==> src/rtl/fir_ctrl_pkg.sv <==
// Shared types and default sizing for the RNS FIR block sequencer.
package fir_ctrl_pkg;

    localparam int FIR_DATA_W   = 17;
    localparam int FIR_SAMPLES  = 10;
    localparam int FIR_PIPE_LAT = 4;

    typedef enum logic [2:0] {
        S_IDLE,
        S_CLEAR,
        S_STREAM,
        S_DRAIN,
        S_DONE
    } fir_ctrl_state_t;

endpackage

==> src/rtl/fir_ctrl_result_buf.sv <==
// Result buffer: one synchronous write port, one registered read port.
// Reads past the last entry return zero.
module fir_ctrl_result_buf
    import fir_ctrl_pkg::*;
#(
    parameter int DEPTH  = FIR_SAMPLES,
    parameter int DATA_W = FIR_DATA_W,
    parameter int ADDR_W = 16,
    parameter int IDX_W  = (DEPTH > 1) ? $clog2(DEPTH) : 1
) (
    input  logic              clk,
    input  logic              reset,
    input  logic              wr_en,
    input  logic [IDX_W-1:0]  wr_idx,
    input  logic [DATA_W-1:0] wr_data,
    input  logic [ADDR_W-1:0] rd_addr,
    output logic [DATA_W-1:0] rd_data
);

    logic [DATA_W-1:0] mem [DEPTH];

    // Storage is deliberately not reset; contents are only meaningful after a block completes.
    always_ff @(posedge clk) begin
        if (wr_en) begin
            mem[wr_idx] <= wr_data;
        end
    end

    always_ff @(posedge clk) begin
        if (reset) begin
            rd_data <= '0;
        end else if (rd_addr < ADDR_W'(DEPTH)) begin
            rd_data <= mem[rd_addr[IDX_W-1:0]];
        end else begin
            rd_data <= '0;
        end
    end

endmodule

==> src/rtl/fir_ctrl.sv <==
// Block sequencer for the RNS FIR datapath: clear, stream SAMPLES words, capture results.
// Optional stall timeout in STREAM is enabled by defining FIR_CTRL_TIMEOUT_EN.
//
// state  | meaning
// IDLE   | waiting for start after reset
// CLEAR  | one-cycle delay-line clear, counters and valid pipe zeroed
// STREAM | accepting samples from the source
// DRAIN  | all samples sent, waiting for the remaining results
// DONE   | block complete (or aborted by timeout), results readable
module fir_ctrl
    import fir_ctrl_pkg::*;
#(
    parameter int DATA_W   = FIR_DATA_W,
    parameter int SAMPLES  = FIR_SAMPLES,
    parameter int PIPE_LAT = FIR_PIPE_LAT,
    parameter int ADDR_W   = 16,
    parameter int TIMEOUT  = 255
) (
    input  logic              clk,
    input  logic              reset,
    input  logic              start,
    output logic              busy,
    output logic              done,
    output logic              err,
    input  logic              src_valid,
    output logic              src_ready,
    input  logic [DATA_W-1:0] src_data,
    output logic              fir_clr,
    output logic              fir_en,
    output logic [DATA_W-1:0] fir_in,
    input  logic [DATA_W-1:0] fir_out,
    input  logic [ADDR_W-1:0] rd_addr,
    output logic [DATA_W-1:0] rd_data
);

    localparam int CNT_W = $clog2(SAMPLES + 1);
    localparam int IDX_W = (SAMPLES > 1) ? $clog2(SAMPLES) : 1;

    fir_ctrl_state_t state, state_next;
    logic [CNT_W-1:0]    acc_cnt, cap_cnt;
    logic [PIPE_LAT-1:0] vpipe;
    logic accept, capture, last_accept, last_capture, timeout_hit;

    assign accept       = src_valid && src_ready;
    assign last_accept  = accept && (acc_cnt == CNT_W'(SAMPLES - 1));
    // Captures outside STREAM/DRAIN are dropped, which discards in-flight results after an abort.
    assign capture      = vpipe[PIPE_LAT-1] && (state == S_STREAM || state == S_DRAIN)
                          && (cap_cnt < CNT_W'(SAMPLES));
    assign last_capture = capture && (cap_cnt == CNT_W'(SAMPLES - 1));

`ifdef FIR_CTRL_TIMEOUT_EN
    localparam int TO_W = $clog2(TIMEOUT + 1);
    logic [TO_W-1:0] stall_cnt;
    logic            err_q;

    assign timeout_hit = (state == S_STREAM) && !src_valid && (stall_cnt == TO_W'(TIMEOUT - 1));
    assign err         = err_q;

    always_ff @(posedge clk) begin
        if (reset || state == S_CLEAR) begin
            stall_cnt <= '0;
        end else if (state == S_STREAM) begin
            stall_cnt <= src_valid ? '0 : stall_cnt + TO_W'(1);
        end
    end

    always_ff @(posedge clk) begin
        if (reset) begin
            err_q <= 1'b0;
        end else if (timeout_hit) begin
            err_q <= 1'b1;
        end else if (state == S_DONE && start) begin
            err_q <= 1'b0;
        end
    end
`else
    logic unused_timeout;
    assign unused_timeout = (TIMEOUT > 0);
    assign timeout_hit    = 1'b0;
    assign err            = 1'b0;
`endif

    always_ff @(posedge clk) begin
        if (reset) begin
            state <= S_IDLE;
        end else begin
            state <= state_next;
        end
    end

    always_comb begin
        state_next = state;
        busy       = 1'b0;
        done       = 1'b0;
        src_ready  = 1'b0;
        fir_clr    = 1'b0;
        case (state)
            S_IDLE: begin
                if (start) state_next = S_CLEAR;
            end
            S_CLEAR: begin
                busy       = 1'b1;
                fir_clr    = 1'b1;
                state_next = S_STREAM;
            end
            S_STREAM: begin
                busy      = 1'b1;
                src_ready = (acc_cnt < CNT_W'(SAMPLES));
                if (timeout_hit)      state_next = S_DONE;
                else if (last_accept) state_next = S_DRAIN;
            end
            S_DRAIN: begin
                busy = 1'b1;
                if (last_capture) state_next = S_DONE;
            end
            S_DONE: begin
                done = 1'b1;
                if (start) state_next = S_CLEAR;
            end
            default: state_next = S_IDLE;
        endcase
    end

    always_ff @(posedge clk) begin
        if (reset) begin
            acc_cnt <= '0;
            cap_cnt <= '0;
            vpipe   <= '0;
            fir_en  <= 1'b0;
            fir_in  <= '0;
        end else begin
            fir_en   <= accept;
            fir_in   <= accept ? src_data : '0;
            vpipe[0] <= fir_en;
            for (int i = 1; i < PIPE_LAT; i++) begin
                vpipe[i] <= vpipe[i-1];
            end
            if (accept)  acc_cnt <= acc_cnt + CNT_W'(1);
            if (capture) cap_cnt <= cap_cnt + CNT_W'(1);
            if (state == S_CLEAR) begin
                acc_cnt <= '0;
                cap_cnt <= '0;
                vpipe   <= '0;
            end
        end
    end

    fir_ctrl_result_buf #(
        .DEPTH  (SAMPLES),
        .DATA_W (DATA_W),
        .ADDR_W (ADDR_W),
        .IDX_W  (IDX_W)
    ) u_buf (
        .clk     (clk),
        .reset   (reset),
        .wr_en   (capture),
        .wr_idx  (cap_cnt[IDX_W-1:0]),
        .wr_data (fir_out),
        .rd_addr (rd_addr),
        .rd_data (rd_data)
    );

endmodule

==> config.mk <==
export PLATFORM = sky130hd
export DESIGN_NAME = fir_ctrl
export DESIGN_NICKNAME = d
export VERILOG_FILES = /design/src/rtl/fir_ctrl_pkg.sv /design/src/rtl/fir_ctrl_result_buf.sv /design/src/rtl/fir_ctrl.sv
export SDC_FILE = /design/constraint.sdc
export NUM_CORES = 1
export LEC_CHECK = 0
export ABC_AREA = 1
export CAP_MARGIN = 20
export CORE_MARGIN = 8
export CORE_UTILIZATION = 34
export DETAILED_ROUTE_END_ITERATION = 7
export PLACE_DENSITY = 0.5
export SYNTH_ARGS = -nofsm -noshare
export SYNTH_HDL_FRONTEND = slang
export SYNTH_SLANG_ARGS = --single-unit
==> constraint.sdc <==
create_clock -name clk -period 5.7 [get_ports clk]
set_input_delay 1.14 -clock clk [delete_from_list [all_inputs] [get_ports clk]]
set_output_delay 1.14 -clock clk [all_outputs]
set_load 0.02 [all_outputs]
==> results of run 1 <==
-- power breakdown --
| group | internal (uW) | switching (uW) | total, uW |
|---|---|---|---|
| Combinational | 125 | 197 | 321 |
| Clock | 873 | 614 | 1490 |
| Sequential | 1740 | 12.0 | 1760 |
| Total | 2740 | 823 | 3560 |
-- layer usage --
metal  wire length [um]  vias to the layer above
met5                  0                        -
met1               8590                     2632
met3               1620                       34
met4                436                        0
li1                   -                     2652
met2               9110                      162
-- worst max-delay path by stage --
| stage | endpoint | startpoint | cells after the start |
|---|---|---|---|
| final | src_ready | state[0] | 4 |
| after global routing | u_buf.rd_data[5] | rd_addr[1] | 9 |
| after CTS | src_ready | state[0] | 4 |
| after detailed placement | u_buf.rd_data[3] | rd_addr[1] | 9 |
| after global placement | u_buf.rd_data[7] | rd_addr[1] | 9 |
| after floorplan | u_buf.mem[4][0] | cap_cnt[1] | 4 |
-- final cells by class --
type	instances	area, um2	share of cell area
Clock buffer	36	717	0.0679
Clock inverter	10	57.6	0.00545
Inverter	49	185	0.0175
Multi-Input combinational cell	409	2040	0.194
Sequential cell	220	6110	0.578
Tap cell	330	413	0.0391
Timing Repair Buffer	106	1030	0.0979
-- Yosys cell counts (11+ instances only) --
cell | n | area (um2)
o211ai_1 | 17 | 128
nand2_1 | 114 | 428
edfxtp_1 | 170 | 5100
o21ai_0 | 50 | 250
a21oi_1 | 16 | 80.1
a31oi_1 | 18 | 113
dfxtp_1 | 50 | 1000
nor2_1 | 114 | 428
inv_1 | 38 | 143
nand3_1 | 23 | 115
nor2_2 | 11 | 68.8
buf_2 | 11 | 55.1
-- per-stage QoR --
stage | area, um2 | instances | hold slack, ns | utilization
2_1_floorplan | 8490 | 711 | 0.394 | -
3_3_place_gp | 9760 | 1113 | 0.398 | 0.393
3_5_place_dp | 9760 | 1113 | 0.409 | 0.393
4_1_cts | 10500 | 1159 | 0.411 | 0.424
5_1_grt | 10600 | 1160 | 0.442 | 0.425
6_report | 10600 | 1160 | 0.407 | 0.425
-- worst reg2reg max path, stage by stage, from the launching register on --
cell and delay (ns):
dfxtp_1 0.35, o21ai_0 0.25, nand2_1 0.35, nor2_1 0.24, inv_1 0.08, nor2_1 0.15
buf_4 0.34
-- state kept, by name (all words and copies together), names as in the netlist --
register       cells
cap_cnt            4
vpipe              4
state              3
u_buf.rd_data     17
u_buf.mem        170
fir_en             1
acc_cnt            4
fir_in            17
-- cell families after synthesis --
logic type / after synthesis / synth area share
AO/OA/AOI/OAI: 118 / 0.0817
flip-flops: 220 / 0.719
other: 1 / 0.000442
AND/OR/NAND/NOR: 284 / 0.146
adder cells (fa/ha/maj): 6 / 0.00884
buffers and inverters: 82 / 0.0442
==> flow_summary.yaml, run 1 <==
grt:
  grt_busiest_layer: "met2"
  grt_max_degree: 86
  grt_use_total: 0.129
  grt_use_met2: 0.213
  grt_antenna_before_repair: 0
  grt_pass1_wl_um: 30900
  grt-ovfl-total: 0
  grt_pass1_vias: 5619
  use_met3: 0.0471
  grt_use_met1: 0.155
hold_path:
  hold_path.class: "register to register"
  min-delay-start: "vpipe[2]"
  min_to: "vpipe[3]"
  hold_path_depth: 2
timing:
  tns_ns: 0
  setup_ws_ns: 2.66
  maxSlewViolCount: 0
  fmax_mhz: 329
  hold_viol_final: 0
  fin_skew_ns: 0.0198
  slew_headroom: 0.349
  finalCritPeriodShare: 0.533
  setup_viol_count_final: 0
  max_slew.worst_pin.slew_ns: 0.975
  fin_crit_ns: 3.04
  rsz0062_at_grt: "false"
synth:
  synth_seq_cells: 220
  ys_warn_count: 0
  async_flop_share: 0
  ys_types: 34
  synthCells: 711
  syn-cell-area_um2: 8490
  synth_ff_type: "edfxtp_1"
  avgSynthCellArea_um2: 11.9
  yosysSeqAreaShare: 0.719
  syn_nets: 771
  synth_edf_count: 170
critical_path:
  crit_arrival_ns: 1.90
  r2r-start: "cap_cnt[1]"
  crit_buf_inv: 2
  crit_path_top_delay_cell: "clkdlybuf4s50_1"
  start_kind: "register"
  end_kind: "output pin"
  critPathKind: "register to output pin"
  worstPathMaxFanout: 5
  r2r_slack_ns: 3.60
  crit_chain: "inv_1, nand3_2, nor2_4, clkdlybuf4s50_1"
  worstRegToRegCells: 6
  r2r_end: "u_buf.mem[7][10]"
  cp.required_ns: 4.56
  critPathTopFamily: "buffers and inverters"
  critical-path-max-stage-delay_ns: 0.63
routing:
  drt_wl_total_um: 19800
  drt_iter0_drc: 288
  via_count: 5480
  via_per_inst: 4.72
  routedWlPerCell_um: 17.0
  first_pass_iters: 4
  drc: 0
  ant_nets: 0
clocking:
  h-tree-depth: 1
  ctsHoldBuffers: 0
  cts_resized: 0
  tritoncts: "done"
  postCtsSetupBuffers: 0
  clk_pin_slew_worst_paths_ns: 0.06
  cts.sinks: 220
  clock_path_buffers: 3
  numCtsBuffers: 25
  root_buffer: "clkbuf_16"
  clkLatencyLatePin_ns: 0.52
place:
  gp_congestion: 0.774
  pre_cts_ws_ns: 2.23
  io_buffers: 92
  dp_hpwl_um: 11500
job:
  drv_cap: 0
layout:
  diodes: 0
  n_fill_cell: 2340
  final_cell_mix: "edfxtp_1, nand2_1, nor2_1"
  drive_gt1_frac: 0.122
  area_growth_pct: 24.3
  final_common_cell: "edfxtp_1"
  nets: 871
floorplanning:
  num_rows: 58
  die_h_um: 174
  dieArea_um2: 30300
  die_w_um: 174
  io_pins: 94
  start_util: 0.342
  core_um2: 24800
status:
  outcome: "complete, no violations"
power_and_ir_drop:
  ir_drop_mv: 0.203
  p_leak_uw: 0.00367
  p_per_area_nw_per_um2: 338
  finalPower_uw: 3560
Power figures use the tool's default switching activity.
==> run 2: changes to the inputs <==
--- a/config.mk
+++ b/config.mk
@@ -10,7 +10,7 @@
 export CORE_MARGIN = 8
 export CORE_UTILIZATION = 34
 export DETAILED_ROUTE_END_ITERATION = 7
-export PLACE_DENSITY = 0.5
+export PLACE_DENSITY = 0.52
 export SYNTH_ARGS = -nofsm -noshare
 export SYNTH_HDL_FRONTEND = slang
 export SYNTH_SLANG_ARGS = --single-unit
==> constraint.sdc (replaced) <==
create_clock -name clk -period 2.7 [get_ports clk]
set_input_delay 0.54 -clock clk [delete_from_list [all_inputs] [get_ports clk]]
set_output_delay 0.54 -clock clk [all_outputs]
set_load 0.02 [all_outputs]
==> run 2 against run 1 <==
Net effect:
- count of clock-buffer cells in the layout fell by 2
- worst hold slack improved by 0.0041 ns
- register-to-register slack got worse by 2.9 ns
- wire length fell by 1.6%
- combinational power rose by 110%
- power rose by 110%
- clock power rose by 110%
- critical path type unchanged
- largest power group unchanged
==> flow_summary.yaml, run 2 (same netlist as run 1, synthesis figures left out) <==
layout:
  largest_reg_flops: 170
  final_common_cell: "edfxtp_1"
  max_flop_register: "u_buf.mem"
  drive_gt1_frac: 0.128
  top_regs: "u_buf.mem: 170 flops, fir_in: 17 flops, u_buf.rd_data: 17 flops"
  n_fill_cell: 2354
  final_area_um2: 10600
  final_cell_mix: "edfxtp_1, nand2_1, nor2_1"
  fin_util: 0.428
  area_growth_pct: 25.2
  nets: 880
critical_path:
  crit_arrival_ns: 1.88
  critical-path-max-stage-delay_ns: 0.63
  worstRegToRegCells: 6
  start_kind: "register"
  crit_chain: "inv_1, nand3_2, nor2_4, clkdlybuf4s50_1"
  crit_path_top_delay_cell: "clkdlybuf4s50_1"
  critPathKind: "register to output pin"
  cp.required_ns: 2.16
  end_kind: "output pin"
  worstPathMaxFanout: 5
routing:
  first_pass_iters: 4
  wl_met3_um: 1650
  routedWlPerCell_um: 16.7
  ant_nets: 0
  wl_met2_um: 8750
  drt_iter0_drc: 424
  via_count: 5389
  drc: 0
  drt-met1-wl_um: 8640
  routed.top_layer: "met5"
  drt_wl_total_um: 19500
  via_per_inst: 4.61
timing:
  finalCritPeriodShare: 0.895
  fmax_mhz: 414
  maxSlewViolCount: 0
  fin_crit_ns: 2.42
  rsz0062_at_grt: "false"
  setup_viol_count_final: 0
  fin_skew_ns: 0.0122
  max_slew.worst_pin.slew_ns: 1.08
  slew_headroom: 0.273
  tns_ns: 0
  hold_viol_final: 0
  setup_ws_ns: 0.284
clocking:
  clkLatencyLatePin_ns: 0.51
  cts.sinks: 220
  clock_path_buffers: 3
  numCtsBuffers: 24
  ctsHoldBuffers: 0
  h-tree-depth: 1
  cts_resized: 0
  root_buffer: "clkbuf_16"
  postCtsSetupBuffers: 0
  clk_pin_slew_worst_paths_ns: 0.06
  tritoncts: "done"
grt:
  grt_pass1_wl_um: 30500
  grt_max_degree: 86
  grt_pass1_vias: 5364
  grt_antenna_before_repair: 1
  grt-ovfl-total: 0
  grt_use_total: 0.128
power_and_ir_drop:
  p_per_area_nw_per_um2: 704
  p_leak_uw: 0.00371
  ir_drop_mv: 0.486
floorplanning:
  start_util: 0.342
  core_um2: 24800
  die_h_um: 174
  dieArea_um2: 30300
  io_pins: 94
  num_rows: 58
  die_w_um: 174
place:
  gp_congestion: 0.730
  pre_cts_ws_ns: 0.224
  dp_hpwl_um: 11800
  postPlaceCellArea_um2: 9880
  io_buffers: 92
job:
  drv_cap: 0
hold_path:
  hold_path.class: "register to register"
  hold_path_depth: 2
status:
  outcome: "complete, no violations"
-- run 2: path summary, 6_finish.rpt --
check	start	end	slack (ns)
max	state[0]	src_ready	0.28
min	vpipe[0]	vpipe[1]	0.41
max reg2reg	cap_cnt[1]	u_buf.mem[3][3]	0.66
min reg2reg	vpipe[0]	vpipe[1]	0.41
-- run 2: critical path, delay by kind of cell, from the launching register on --
| kind | cells | cell delay (ns) |
|---|---|---|
| flip-flops | 1 | 0.31 |
| AND/OR/NAND/NOR | 2 | 0.32 |
| buffers and inverters | 2 | 0.75 |
-- run 2: final cells by class --
class	instances	area (um2)	area share
Inverter	49	185	0.0174
Tap cell	330	413	0.0388
Sequential cell	220	6110	0.574
Antenna cell	1	2.50	0.000235
Multi-Input combinational cell	409	2050	0.192
Clock buffer	34	669	0.0630
Timing Repair Buffer	116	1130	0.107
Clock inverter	9	77.6	0.00730
-- run 2: stage by stage --
stage / hold WS [ns] / total power, uW / std cells
after global placement: 0.400 / 4470 / 1124
after floorplan: 0.394 / 4180 / 711
after global routing: 0.425 / 7790 / 1167
final: 0.411 / 7480 / 1168
after CTS: 0.413 / 7570 / 1167
after detailed placement: 0.404 / 4470 / 1124
-- run 2: layer usage --
layer	global-route usage	vias to the layer above
met1	0.165	2561
li1	-	2669
met5	0	-
met4	0.0306	2
met2	0.204	130
met3	0.0453	27
-- run 2: where the power goes --
part / total [uW] / internal [uW] / leakage, uW / switching (uW)
clock network: 3090 / 1820 / 0.000357 / 1270
logic: 685 / 272 / 0.00142 / 413
registers: 3710 / 3680 / 0.00193 / 24.5
total: 7480 / 5780 / 0.00371 / 1710
